==> config.mk <==
export PLATFORM = sky130hd
export DESIGN_NAME = clk_tick_scheduler
export DESIGN_NICKNAME = d
export VERILOG_FILES = /design/src/rtl/clk_tick_scheduler.sv
export SDC_FILE = /design/constraint.sdc
export NUM_CORES = 1
export LEC_CHECK = 0
export ABC_AREA = 0
export CAP_MARGIN = 5
export CORE_MARGIN = 2
export CORE_UTILIZATION = 49
export CTS_CLUSTER_SIZE = 16
export DETAILED_ROUTE_END_ITERATION = 6
export PLACE_DENSITY = 0.7
export SYNTH_ARGS = -nofsm -noshare
export SYNTH_HDL_FRONTEND = slang
export SYNTH_SLANG_ARGS = --single-unit
==> constraint.sdc <==
create_clock -name clkin -period 4.3 [get_ports clkin]
set_clock_uncertainty 0.15 [all_clocks]
set_input_delay 0.86 -clock clkin [delete_from_list [all_inputs] [get_ports clkin]]
set_output_delay 0.86 -clock clkin [all_outputs]
set_load 0.01 [all_outputs]
==> src/rtl/clk_tick_scheduler.sv <==
// Clock-enable scheduler: pixel-rate enable plus a game-logic tick with
// selectable rate, pause and single-step, all on the clkin domain.
module clk_tick_scheduler #(
  parameter int unsigned PIX_DIV  = 2,
  parameter int unsigned TICK_DIV = 833333,
  parameter int unsigned CNT_W    = 21
) (
  input  logic        clkin,
  input  logic        rst_n,
  input  logic        pause,
  input  logic        step,
  input  logic [1:0]  speed,
  output logic        pix_ce,
  output logic        game_tick,
  output logic        paused,
  output logic [15:0] tick_count
);

  localparam int unsigned PIX_W   = (PIX_DIV > 1) ? $clog2(PIX_DIV) : 1;
  localparam int unsigned TCOUNT_W = 16;

  localparam logic [PIX_W-1:0] PIX_LAST = PIX_W'(PIX_DIV - 1);
  localparam logic [CNT_W-1:0] PER_NORM = CNT_W'(TICK_DIV);
  localparam logic [CNT_W-1:0] PER_SLOW = CNT_W'(2 * TICK_DIV);
  localparam logic [CNT_W-1:0] PER_FAST = CNT_W'(TICK_DIV / 2);

  typedef enum logic [1:0] {
    ST_RUN    = 2'd0,
    ST_PAUSED = 2'd1,
    ST_STEP   = 2'd2
  } state_e;

  state_e               state_q, state_d;
  logic [PIX_W-1:0]     pix_cnt_q, pix_cnt_d;
  logic [CNT_W-1:0]     tick_cnt_q, tick_cnt_d;
  logic [CNT_W-1:0]     period_q, period_d;
  logic                 step_dly_q, step_dly_d;
  logic                 pix_ce_q, pix_ce_d;
  logic                 game_tick_q, game_tick_d;
  logic                 paused_q, paused_d;
  logic [TCOUNT_W-1:0]  tick_count_q, tick_count_d;
  logic                 step_rise;
  logic                 tick_wrap;

  // Speed code to tick period; 11 falls back to normal.
  function automatic logic [CNT_W-1:0] period_sel(input logic [1:0] spd);
    logic [CNT_W-1:0] per;
    case (spd)
      2'b01:   per = PER_SLOW;
      2'b10:   per = PER_FAST;
      default: per = PER_NORM;
    endcase
    return per;
  endfunction

  // Pixel enable divider, free-running regardless of game state.
  always_comb begin
    pix_cnt_d = pix_cnt_q + PIX_W'(1);
    pix_ce_d  = 1'b0;
    if (pix_cnt_q == PIX_LAST) begin
      pix_cnt_d = '0;
      pix_ce_d  = 1'b1;
    end
  end

  assign step_rise  = step & ~step_dly_q;
  assign step_dly_d = step;
  assign tick_wrap  = (tick_cnt_q == period_q - CNT_W'(1));

  // Game FSM: next state, tick counter, period latch and tick pulse.
  always_comb begin
    state_d     = state_q;
    tick_cnt_d  = tick_cnt_q;
    period_d    = period_q;
    game_tick_d = 1'b0;
    case (state_q)
      ST_RUN: begin
        if (tick_wrap) begin
          // A wrap always emits its tick, even if pause arrives on this edge.
          tick_cnt_d  = '0;
          game_tick_d = 1'b1;
          period_d    = period_sel(speed);
          if (pause) begin
            state_d = ST_PAUSED;
          end
        end else if (pause) begin
          state_d = ST_PAUSED;
        end else begin
          tick_cnt_d = tick_cnt_q + CNT_W'(1);
        end
      end
      ST_PAUSED: begin
        if (!pause) begin
          state_d = ST_RUN;
        end else if (step_rise) begin
          state_d = ST_STEP;
        end
      end
      ST_STEP: begin
        tick_cnt_d  = '0;
        game_tick_d = 1'b1;
        period_d    = period_sel(speed);
        state_d     = pause ? ST_PAUSED : ST_RUN;
      end
      default: begin
        state_d = ST_RUN;
      end
    endcase
  end

  // Status outputs track the post-edge state and tick pulse.
  always_comb begin
    paused_d     = (state_d != ST_RUN);
    tick_count_d = tick_count_q + TCOUNT_W'(game_tick_d);
  end

  always_ff @(posedge clkin) begin
    if (!rst_n) begin
      state_q      <= ST_RUN;
      pix_cnt_q    <= '0;
      tick_cnt_q   <= '0;
      period_q     <= PER_NORM;
      step_dly_q   <= 1'b0;
      pix_ce_q     <= 1'b0;
      game_tick_q  <= 1'b0;
      paused_q     <= 1'b0;
      tick_count_q <= '0;
    end else begin
      state_q      <= state_d;
      pix_cnt_q    <= pix_cnt_d;
      tick_cnt_q   <= tick_cnt_d;
      period_q     <= period_d;
      step_dly_q   <= step_dly_d;
      pix_ce_q     <= pix_ce_d;
      game_tick_q  <= game_tick_d;
      paused_q     <= paused_d;
      tick_count_q <= tick_count_d;
    end
  end

  assign pix_ce     = pix_ce_q;
  assign game_tick  = game_tick_q;
  assign paused     = paused_q;
  assign tick_count = tick_count_q;

endmodule

==> metrics.md <==
| Metric | Value |
|---|---|
| Reg-to-reg setup timing slack | `approximately 0.34 ns` |
| Fmax | `~0.25 GHz` |
| # IOs | `25` |
| Post-Route WL | `approximately 5.5 mm` |
| Arr. time, crit path | `between 3 and 4 ns` |
| Pre-antenna DRT Iters | `5` |
| Number of diodes | `0` |
| Hold Buf Count CTS | `0` |
| First-pass GRT wire length | `9.18 mm` |
| Max IR drop VDD | `between 200 and 250 µV` |
| RSZ-0062 raised after global routing | `false` |
| Worst setup path endpoint | `tick_count[15]` |
| Nets | `approximately 320` |
| Post-synth EDFFs | `0` |
| Clock Tree Buf Depth | `2` |
| Number of global-route vias before repair | `between 1.5k and 2k` |
| Vias/cell | `5.69` |
| PwrDens | `roughly 300 nW/µm²` |
| Status | `completed` |
| Worst hold margin | `~0.26 ns` |
| Asr flop ratio synth | `0%` |
| DR vias | `approximately 2.1k` |
| Syn_nets | `between 200 and 300` |
| Largest net degree at the start of global routing | `27` |
| Most frequent cells in the layout | `dfxtp_1 (50), nand2_1 (25), clkdlybuf4s50_1 (24)` |
| Syn. warnings | `0` |
| Reg2reg start | `period_q[14]` |
| Die W | `about 75 µm` |
| Drt drc | `0` |
| Postcts setup bufs | `0` |
| Slew headroom | `52.0%` |
| Min Tclk post-route | `3.96 ns` |
| Total track usage | `a little over a fifth` |
| Placed instance area | `about 2800 µm²` |
| Cells after Synth | `between 200 and 300` |
| Initial Util | `around half` |
| Post-route cell area | `2890 µm²` |
| Synthesized area | `2480 µm²` |
| Main synth FF type | `dfxtp_1` |
| Area Overhead vs Synth | `16.6%` |
| Skew-Pair Late Insertion Delay | `approximately 0.3 ns` |
| Clock transition at path regs | `0.10 ns` |
| CP max FO | `6` |
| GRT Residual Overflow | `0` |
| CTS buffer count | `5` |
| Initial antenna violation count | `0` |
| DRT iter0 DRCs | `about 160` |
| Post-synthesis cell type count | `48` |
| Most common cell after layout, fill and taps aside | `dfxtp_1` |
| CP Launch Type | `flip-flop` |
| Share of cells above drive strength 1 | `8.28%` |
| Clock sinks | `50` |
| Hold Path Class | `flip-flop to flip-flop` |
| Row count | `25` |
| Post-route ant nets | `0` |
| Max-Cap Viols | `0` |
| Fin. max-slew vios | `0` |
| Crit Reg-Reg Endpoint | `tick_count[15]` |
| CP Data Required Time | `approximately 4.3 ns` |
| Core area | `about 4800 µm²` |
| Die H | `75.1 µm` |
| Setup TNS | `0 ns` |
| Worst-margin pin slew | `0.715 ns` |
| Final setup viols | `0` |
| Mean Syn Cell Area | `approximately 9 µm²` |
| Final critical-path share of the clock period | `92.0%` |
| Crit Path Category | `flip-flop to flip-flop` |
| Synthesized flop and latch total | `50` |
| Sequential area share after synthesis | `between 40% and 50%` |
| Die Area | `5650 µm²` |
| Htree depth | `2` |
| Leak | `0.00106 µW` |
| CTS tree | `yes` |
| Critical path startpoint | `period_q[14]` |
| Resize count post-CTS | `0` |
| Clock Tree Root | `clkbuf_8` |
| Critical Path End Type | `flip-flop` |
| Reg2reg path depth | `15` |
| Drt wl/cell | `about 15 µm` |
| Gpl congestion | `0.896` |
| Hold Vio Cnt, Final | `0` |
| Post-detail-place hpwl | `4.06 mm` |
| Number of port buffers | `24` |
==> state kept, by name, summed over array words and instances (netlist names) <==
register,flops
pix_ce,1
tick_cnt_q,21
tick_count,16
game_tick,1
paused,1
step_dly_q,1
state_q,2
pix_cnt_q,1
period_q,6
==> kinds of logic after synthesis <==
group           synth area share, %
buf+inv                        3.58
xor+xnor                       9.18
compound gates                 12.0
mux                            1.21
simple gates                   28.7
fa+ha+maj                      5.05
flops                          40.4
==> critical path, cell delays in order (launching register included) <==
cell,delay (ns)
dfxtp_1,0.36
inv_1,0.13
ha_1,0.24
or3b_4,0.41
or4_1,0.41
a22o_1,0.28
a2111oi_4,0.33
o21bai_2,0.10
inv_1,0.11
ha_1,0.21
nand3_1,0.14
nor3_1,0.43
and3_1,0.27
nand2_1,0.07
xor2_1,0.14
nor2_1,0.05
==> Yosys cell counts (3+ instances only) <==
| master | number | area, µm² |
|---|---|---|
| o41ai_1 | 3 | 26.3 |
| mux2i_1 | 3 | 30.0 |
| o21ai_0 | 7 | 35.0 |
| a31o_1 | 5 | 43.8 |
| nand4_1 | 15 | 93.8 |
| or3_1 | 5 | 31.3 |
| inv_1 | 10 | 37.5 |
| o2111ai_1 | 3 | 26.3 |
| xor2_1 | 14 | 123 |
| nand2_1 | 25 | 93.8 |
| nor2_1 | 23 | 86.3 |
| xnor2_1 | 12 | 105 |
| nand3_1 | 16 | 80.1 |
| and3_1 | 9 | 56.3 |
| nor3_1 | 6 | 30.0 |
| nor3b_1 | 3 | 22.5 |
| ha_1 | 10 | 125 |
| and2_1 | 4 | 25.0 |
| nor3_2 | 5 | 50.1 |
| dfxtp_1 | 50 | 1000 |
| o31ai_1 | 8 | 60.1 |
| clkbuf_1 | 4 | 15.0 |
==> stage by stage <==
step	power, µW	setup slack (ns)	util (%)	instances
detailed placement	529	0.362	57.7	361
floorplan	511	0.521	-	275
CTS	862	0.354	60.0	369
finish	854	0.344	60.0	369
global placement	529	0.523	57.7	361
global route	884	0.0654	60.0	369
==> worst min path at each step <==
stage / depth (start not counted) / startpoint / to / slack [ns]
after floorplan: 1 / pix_cnt_q / pix_cnt_q / 0.23
after global placement: 1 / pix_cnt_q / pix_cnt_q / 0.25
after detailed placement: 1 / pix_cnt_q / pix_cnt_q / 0.26
after CTS: 1 / pix_cnt_q / pix_cnt_q / 0.27
after global routing: 1 / pix_cnt_q / pix_cnt_q / 0.28
final: 1 / pix_cnt_q / pix_cnt_q / 0.26
==> where the power goes <==
part / internal (µW) / total [µW] / switching [µW]
combinational: 18.3 / 44.6 / 26.3
clock: 175 / 336 / 161
sequential: 468 / 474 / 5.52
total: 661 / 854 / 193
==> cell type report <==
type	count	area, µm²
Tap cell	67	83.8
Clock buffer	5	68.8
Timing Repair Buffer	27	263
Fill cell	446	1930
Clock inverter	3	43.8
Sequential cell	50	1000
Inverter	11	41.3
Multi-Input combinational cell	206	1390
==> routing by layer <==
layer,up-vias,GRT usage [%],part of all wire (%)
met4,0,8.97,1.8
li1,1044,-,-
met1,978,30.8,46
met3,8,3.75,7.0
met5,-,0,0
met2,68,31.7,45
Power figures use the tool's default switching activity.
